[src/rtl/bcd_operand_loader.sv]
// rtl/bcd_operand_loader.sv - digit-serial BCD operand loader for the n-digit BCD adder
// Assembles A then B (MSD first) plus carry-in, and holds them until the consumer acks.
module bcd_operand_loader #(
  parameter int n = 3
) (
  input  logic                       clk,
  input  logic                       rst,
  input  logic [3:0]                 digit_in,
  input  logic                       digit_valid,
  output logic                       digit_ready,
  input  logic                       op_next,
  input  logic                       cin_in,
  input  logic                       clear,
  output logic [4*n-1:0]             A,
  output logic [4*n-1:0]             B,
  output logic                       cin,
  output logic                       op_valid,
  input  logic                       op_ack,
  output logic                       err,
  output logic [$clog2(n+1)-1:0]     digit_cnt
);

  localparam int CW = $clog2(n+1);

  typedef enum logic [1:0] {
    LOAD_A = 2'd0,
    LOAD_B = 2'd1,
    HOLD   = 2'd2
  } state_t;

  state_t         state;
  logic           take;
  logic           legal;
  logic           accept;
  logic           last_digit;
  logic           complete;
  logic [4*n-1:0] a_shift;
  logic [4*n-1:0] b_shift;

  assign digit_ready = (state != HOLD);

  assign take       = digit_valid & digit_ready;
  assign legal      = (digit_in <= 4'd9);
  assign accept     = take & legal;
  assign last_digit = accept & (digit_cnt == CW'(n - 1));
  // A same-cycle op_next and n-th digit still produce a single completion.
  assign complete   = digit_ready & (op_next | last_digit);

  assign a_shift = (A << 4) | (4*n)'(digit_in);
  assign b_shift = (B << 4) | (4*n)'(digit_in);

  always_ff @(posedge clk or negedge rst) begin
    if (!rst) begin
      state     <= LOAD_A;
      A         <= '0;
      B         <= '0;
      cin       <= 1'b0;
      digit_cnt <= '0;
      op_valid  <= 1'b0;
      err       <= 1'b0;
    end else if (clear) begin
      state     <= LOAD_A;
      A         <= '0;
      B         <= '0;
      cin       <= 1'b0;
      digit_cnt <= '0;
      op_valid  <= 1'b0;
      err       <= 1'b0;
    end else begin
      err <= take & ~legal;
      case (state)
        LOAD_A: begin
          if (accept) A <= a_shift;
          if (complete) begin
            digit_cnt <= '0;
            state     <= LOAD_B;
          end else if (accept) begin
            digit_cnt <= digit_cnt + CW'(1);
          end
        end
        LOAD_B: begin
          if (accept) B <= b_shift;
          if (complete) begin
            digit_cnt <= '0;
            cin       <= cin_in;
            op_valid  <= 1'b1;
            state     <= HOLD;
          end else if (accept) begin
            digit_cnt <= digit_cnt + CW'(1);
          end
        end
        HOLD: begin
          if (op_ack) begin
            A        <= '0;
            B        <= '0;
            cin      <= 1'b0;
            op_valid <= 1'b0;
            state    <= LOAD_A;
          end
        end
        default: begin
          state     <= LOAD_A;
          digit_cnt <= '0;
          op_valid  <= 1'b0;
        end
      endcase
    end
  end

endmodule

[config.mk]
export PLATFORM = sky130hd
export DESIGN_NAME = bcd_operand_loader
export DESIGN_NICKNAME = d
export VERILOG_FILES = /design/src/rtl/bcd_operand_loader.sv
export SDC_FILE = /design/constraint.sdc
export NUM_CORES = 1
export LEC_CHECK = 0
export ABC_AREA = 1
export BUFFER_PORTS_ARGS = -buffer_cell sky130_fd_sc_hd__clkbuf_2
export CAP_MARGIN = 40
export CORE_ASPECT_RATIO = 0.75
export CORE_MARGIN = 3
export CORE_UTILIZATION = 39
export DETAILED_ROUTE_END_ITERATION = 8
export GPL_TIMING_DRIVEN = 0
export PLACE_DENSITY = 0.69
export SKIP_CTS_REPAIR_TIMING = 1
export SYNTH_ARGS = -nofsm -noshare
export SYNTH_HDL_FRONTEND = slang
export SYNTH_SLANG_ARGS = --single-unit
[constraint.sdc]
create_clock -name clk -period 1.35 [get_ports clk]
set_input_delay 0.27 -clock clk [delete_from_list [all_inputs] [get_ports clk]]
set_output_delay 0.27 -clock clk [all_outputs]
set_load 0.005 [all_outputs]
==> run_results.csv, run 1 <==
group,metric,value,unit
synth,synth_common_cells,"nand2_1 (61), dfrtp_1 (31), o21ai_2 (12)",
pwr,p_sw,0.000742,W
place,dpl.cell_count,247,
worst_setup_path,crit_top_cell,"inv_4",
synth,synth_cell_types,22,
clocking,clock-sinks,31,
drt,drc,0,
sta,drv_slew,0,
sta,finalSetupViolCount,0,
sta,post-route-period-util,99.7,%
pwr,intPower,0.00188,W
synth,ys.flop_type,"dfrtp_1",
place,dpl_cell_area,1710,sq um
synth,yosysTopAreaCell,"dfrtp_1",
die,dieArea,4490,sq um
die,placeableCoreArea,3420,sq um
sta,worst_pin_slew,0.761,ns
worst_setup_path,cp_slowest_cell,"dfrtp_1",
clocking,cts_tree,"built",
die,die_w,76.4,microns
worst_setup_path,crit_chain,"inv_4, nand2_4, nor3_4, inv_4, o211ai_4, buf_8, nand2_1, o21ai_2",
synth,synth_seq_cells,31,
synth,synth_nets,170,
clocking,h-tree-depth,2,
clocking,cts_buffer_depth,2,
pwr,p_clk_share,36.2,%
run,maxCapViolCount,0,
worst_setup_path,cp.arrival,1.55,ns
finish,fin_area,1940,sq um
pwr,comb_power_share,21.2,%
finish,drive_gt1_share,43.6,%
sta,tns,0,ns
sta,hold_violations,0,
synth,yosysTopAreaCellShare,53.6,%
sta,max_clock_freq,0.743,GHz
sta,setup_ws,0.00425,ns
finish,fin_util,56.5,%
drt,detail-route-antenna-nets,0,
finish,nNetsFinal,222,
place,place_congestion,0.780,
grt,busiest_layer,"met2",
synth,postSynthAreaPerCell,9.16,sq um
clocking,clk_latency,0.28,ns
grt,grt_pass1_vias,1108,
worst_setup_path,slowest_delay,0.41,ns
synth,synthCells,158,
synth,synth_area_leaders,"dfrtp_1 (54%), nand2_1 (16%), o21ai_2 (7.3%), o21ai_0 (3.8%), buf_6 (3.1%)",
die,rows,18,
grt,antenna_found_initial,0,
worst_setup_path,required,1.56,ns
drt,totalWireLength,3.21,mm
synth,seq_area_frac_synth,53.6,%
clocking,cts_buffers,5,
sta,fin_crit,1.35,ns
pwr,vdd_ir_drop_max,0.000690,V
die,num_io_pins,41,
synth,syn_area,1450,sq um
drt,vias,1247,
pwr,power_frac_seq,42.6,%
synth,synth_edf_count,0,
finish,stdcell_count,261,
worst_setup_path,critical_path.endpoint_type,"flop",
die,dieHeight,58.8,microns
pwr,p_sw_share,28.3,%
finish,syn_to_final_growth,33.7,%
clocking,clk_pin_slew,0.07,ns
drt,via_per_inst,4.78,
pwr,power_density,1350,nW/um^2
clocking,clock-root-buffer,"clkbuf_8",
sta,rsz0062_at_grt,"true",
grt,globalRouteOverflowTotal,0,
synth,yosys_warnings,0,
place,dp_slack,-0.0751,ns
synth,yosysMostFrequentCell,"nand2_1",
grt,grt_use_met2,21.4,%
grt,grt_usage,15.0,%
die,start_util,42.3,%
worst_setup_path,start_kind,"flop",
grt,use_met3,5.66,%
worst_setup_path,cp_max_fo,10,
status,status,"completed",
pwr,p_leak,1.00,nW
place,dpl.hpwl,2.22,mm
worst_setup_path,crit_type,"reg2reg",
drt,first_pass_iters,4,
drt,drtIter0Drc,58,
place,portBuffers,39,
drt,drt-wirelength-per-cell,12.3,microns
finish,n_antenna_cell,0,
synth,async_flop_share,100,%
grt,grt_max_degree,32,
grt,grt_pass1_wl,5.20,mm
min_path,hold_class,"in2async",
sta,skew,0.00533,ns
sta,relSlewSlack,49.3,%
grt,use_met1,20.2,%
## layer usage
layer | vias up | part of all wire [%]
met3 | 4 | 6.9
met2 | 37 | 45
met4 | 0 | 1.0
met5 | - | 0
met1 | 592 | 47
li1 | 614 | -
## metrics by stage
| stage | power [W] | hold slack (ns) |
|---|---|---|
| 4_1_cts | 0.00256 | 0.0823 |
| 5_1_grt | 0.00275 | 0.106 |
| 2_1_floorplan | 0.00142 | -0.0256 |
| 3_3_place_gp | 0.00161 | 0.382 |
| 3_5_place_dp | 0.00162 | 0.376 |
| 6_report | 0.00262 | 0.0482 |
## sequential cells by signal, indices dropped and copies added (netlist names)
| register | flops |
|---|---|
| B | 12 |
| A | 12 |
| op_valid | 1 |
| cin | 1 |
| digit_cnt | 2 |
| err | 1 |
| state | 2 |
## cell type report
cell class,count,area (sq um)
multi-input cells,111,617
well taps,50,62.6
plain buffers,7,82.6
clock buffers,6,82.6
repair buffers,45,240
fillers,305,1490
inverters,9,38.8
clock inverters,2,35.0
flip-flops and latches,31,777
## power groups by stage
stage	sequential (W)	clock, W	combinational [W]
floorplan	0.00112	0	0.000295
global placement	0.00113	0	0.000487
detailed placement	0.00113	0	0.000494
CTS	0.00111	0.000952	0.000496
global route	0.00113	0.000998	0.000623
finish	0.00112	0.000948	0.000555
## cells by family after synthesis
| kind of cell | count (synthesis) | synth area share (%) |
|---|---|---|
| buf+inv | 16 | 7.17 |
| fa+ha+maj | 1 | 0.864 |
| flops | 31 | 53.6 |
| compound gates | 31 | 15.2 |
| simple gates | 79 | 23.2 |
## worst max-delay path, delay by kind of cell, from the launching register on
| kind | cells | cell delay (ns) |
|---|---|---|
| compound gates | 2 | 0.16 |
| buf+inv | 3 | 0.39 |
| flops | 1 | 0.41 |
| simple gates | 3 | 0.31 |
## cells in the final DEF, fill, tap and decap left out
cell,n
dfrtp_2,1
clkbuf_2,39
nand3_2,1
clkbuf_4,1
nand2_1,56
buf_4,7
o21ai_0,2
clkinv_2,1
o21ai_1,12
nor2_1,2
dfrtp_1,30
o21ai_2,14
a21oi_4,1
inv_4,2
inv_1,6
inv_2,1
buf_8,3
ha_1,1
buf_6,2
clkbuf_8,6
nand2_4,2
nor2_2,2
nand2_2,5
bufinv_16,1
nor3_4,1
a21oi_1,1
nor2_4,1
nand4_1,1
nand3_1,7
nor4_1,1
o211ai_4,1
## path summary, 6_finish.rpt
check                                        to  cells past startpoint  slack, ns                  from
min in group clk                  err$_DFF_PN0_                      2       0.23                 clear
max in group asynchronous  state[1]$_DFFE_PN0P_                      1       0.77                   rst
hold / removal                A[10]$_DFFE_PN0P_                      1       0.05                   rst
setup / recovery              A[11]$_DFFE_PN0P_                      8      0.004  state[0]$_DFFE_PN0P_
hold reg to reg                A[9]$_DFFE_PN0P_                      2       0.49      A[9]$_DFFE_PN0P_
setup reg to reg              A[11]$_DFFE_PN0P_                      8      0.004  state[0]$_DFFE_PN0P_
Note: power is estimated with default switching activity, not from simulation.
==> run 2, diff against run 1 <==
Settings changed: CTS_CLUSTER_SIZE set to 16, RECOVER_POWER set to 100, REMOVE_ABC_BUFFERS set to 1.
==> run_results.csv, run 2 (same netlist as run 1, synthesis figures left out) <==
group,metric,value,unit
drt,drc,0,
sta,post-route-period-util,102,%
die,rows,18,
die,dieHeight,58.8,microns
worst_setup_path,r2r_start,"state[1]$_DFFE_PN0P_",
grt,antenna_found_initial,0,
min_path,hold_class,"in2async",
finish,fillers,350,
finish,layout_common_cells,"nand2_1 (56), dfrtp_1 (30), clkbuf_2 (27), clkbuf_1 (14), o21ai_2 (12)",
worst_setup_path,endpoint,"A[8]$_DFFE_PN0P_",
die,die_w,76.4,microns
grt,grt_pass1_vias,1119,
finish,regArea,777,sq um
pwr,vdd_ir_drop_max,0.000673,V
clocking,clk_latency,0.28,ns
status,violations,"setup timing",
clocking,clock-root-buffer,"clkbuf_8",
sta,finalSetupViolCount,11,
clocking,clock-sinks,31,
finish,final_common_cell,"nand2_1",
finish,multi_input_area,717,sq um
grt,globalRouteOverflowTotal,0,
grt,grt_usage,14.6,%
sta,hold_ws,0.0478,ns
pwr,p_leak,0.932,nW
clocking,clk_pin_slew,0.06,ns
grt,grt_max_degree,32,
die,start_util,42.3,%
sta,max_clock_freq,0.726,GHz
place,dp_slack,-0.394,ns
sta,hold_violations,0,
drt,first_pass_iters,4,
sta,worst_pin_slew,0.765,ns
clocking,cts_buffer_depth,2,
worst_setup_path,critical_path.endpoint_type,"flop",
worst_setup_path,reg2reg_slack,-0.03,ns
clocking,cts_tree,"built",
sta,drv_slew,0,
grt,grt_pass1_wl,5.06,mm
sta,rsz0062_at_grt,"true",
worst_setup_path,cp_max_fo,6,
drt,vias,1261,
finish,syn_to_final_growth,33.9,%
sta,relSlewSlack,49.0,%
clocking,cts_buffers,5,
finish,largestRegisters,"A (12), B (12)",
place,dpl.hpwl,2.09,mm
sta,fin_crit,1.38,ns
worst_setup_path,required,1.56,ns
worst_setup_path,r2r_end,"A[8]$_DFFE_PN0P_",
worst_setup_path,crit_start,"state[1]$_DFFE_PN0P_",
drt,detail-route-antenna-nets,0,
die,placeableCoreArea,3420,sq um
finish,fin_util,56.6,%
die,dieArea,4490,sq um
worst_setup_path,cp.arrival,1.59,ns
sta,setup_ws,-0.0275,ns
pwr,power_density,1310,nW/um^2
finish,n_antenna_cell,0,
place,portBuffers,40,
sta,skew,0.00277,ns
clocking,h-tree-depth,2,
die,num_io_pins,41,
finish,drive_gt1_share,35.4,%
finish,nNetsFinal,221,
run,maxCapViolCount,0,
worst_setup_path,start_kind,"flop",
drt,totalWireLength,3.48,mm
drt,via_per_inst,4.87,
status,status,"complete, but fails checks",
worst_setup_path,crit_type,"reg2reg",
worst_setup_path,worstRegToRegCells,5,
drt,drtIter0Drc,67,
drt,drt-wirelength-per-cell,13.4,microns
place,place_congestion,0.838,
-- run 2: how the worst min path moves through the flow --
stage | end | slack, ns | cells past startpoint
after floorplan | A[0]$_DFFE_PN0P_ | -0.03 | 0
after global placement | A[4]$_DFFE_PN0P_ | 0.39 | 1
after detailed placement | B[0]$_DFFE_PN0P_ | 0.38 | 1
after CTS | B[10]$_DFFE_PN0P_ | 0.08 | 1
after global routing | A[0]$_DFFE_PN0P_ | 0.09 | 1
final | A[8]$_DFFE_PN0P_ | 0.05 | 1
-- run 2: cell type report --
type / count / area share (%)
clock buffers: 6 / 3.74
well taps: 50 / 3.23
multi-input cells: 116 / 37.0
clock inverters: 1 / 1.55
inverters: 9 / 2.71
repair inverters: 1 / 0.258
flip-flops and latches: 31 / 40.1
repair buffers: 45 / 11.4
-- run 2: stage by stage --
step | TNS (ns) | power (W) | cells | area [sq um]
CTS | -6.75 | 0.00245 | 248 | 1740
floorplan | -1.03 | 0.00137 | 151 | 1380
global route | -2.98 | 0.00269 | 259 | 1940
detailed placement | -6.58 | 0.00157 | 241 | 1640
global placement | -6.22 | 0.00156 | 241 | 1640
finish | -0.0962 | 0.00254 | 259 | 1940
-- run 2: critical path: stages, from the launching register on --
cell and delay, ns:
dfrtp_2 0.49, nor2_2 0.30, nand2_4 0.16, o211ai_4 0.17
nand2_1 0.12, o21ai_2 0.07
-- run 2: layer usage --
layer / GRT usage (%) / up-vias / share of wire (%)
li1: - / 624 / -
met3: 6.12 / 6 / 6.7
met5: 0 / - / 0
met4: 4.65 / 0 / 0.60
met1: 18.1 / 590 / 46
met2: 23.3 / 41 / 46
-- run 2: power by group --
group          switching, W  leakage [nW]  internal, W
logic              0.000343         0.465     0.000213
clock network      0.000333        0.0513     0.000540
registers         0.0000824         0.415      0.00103
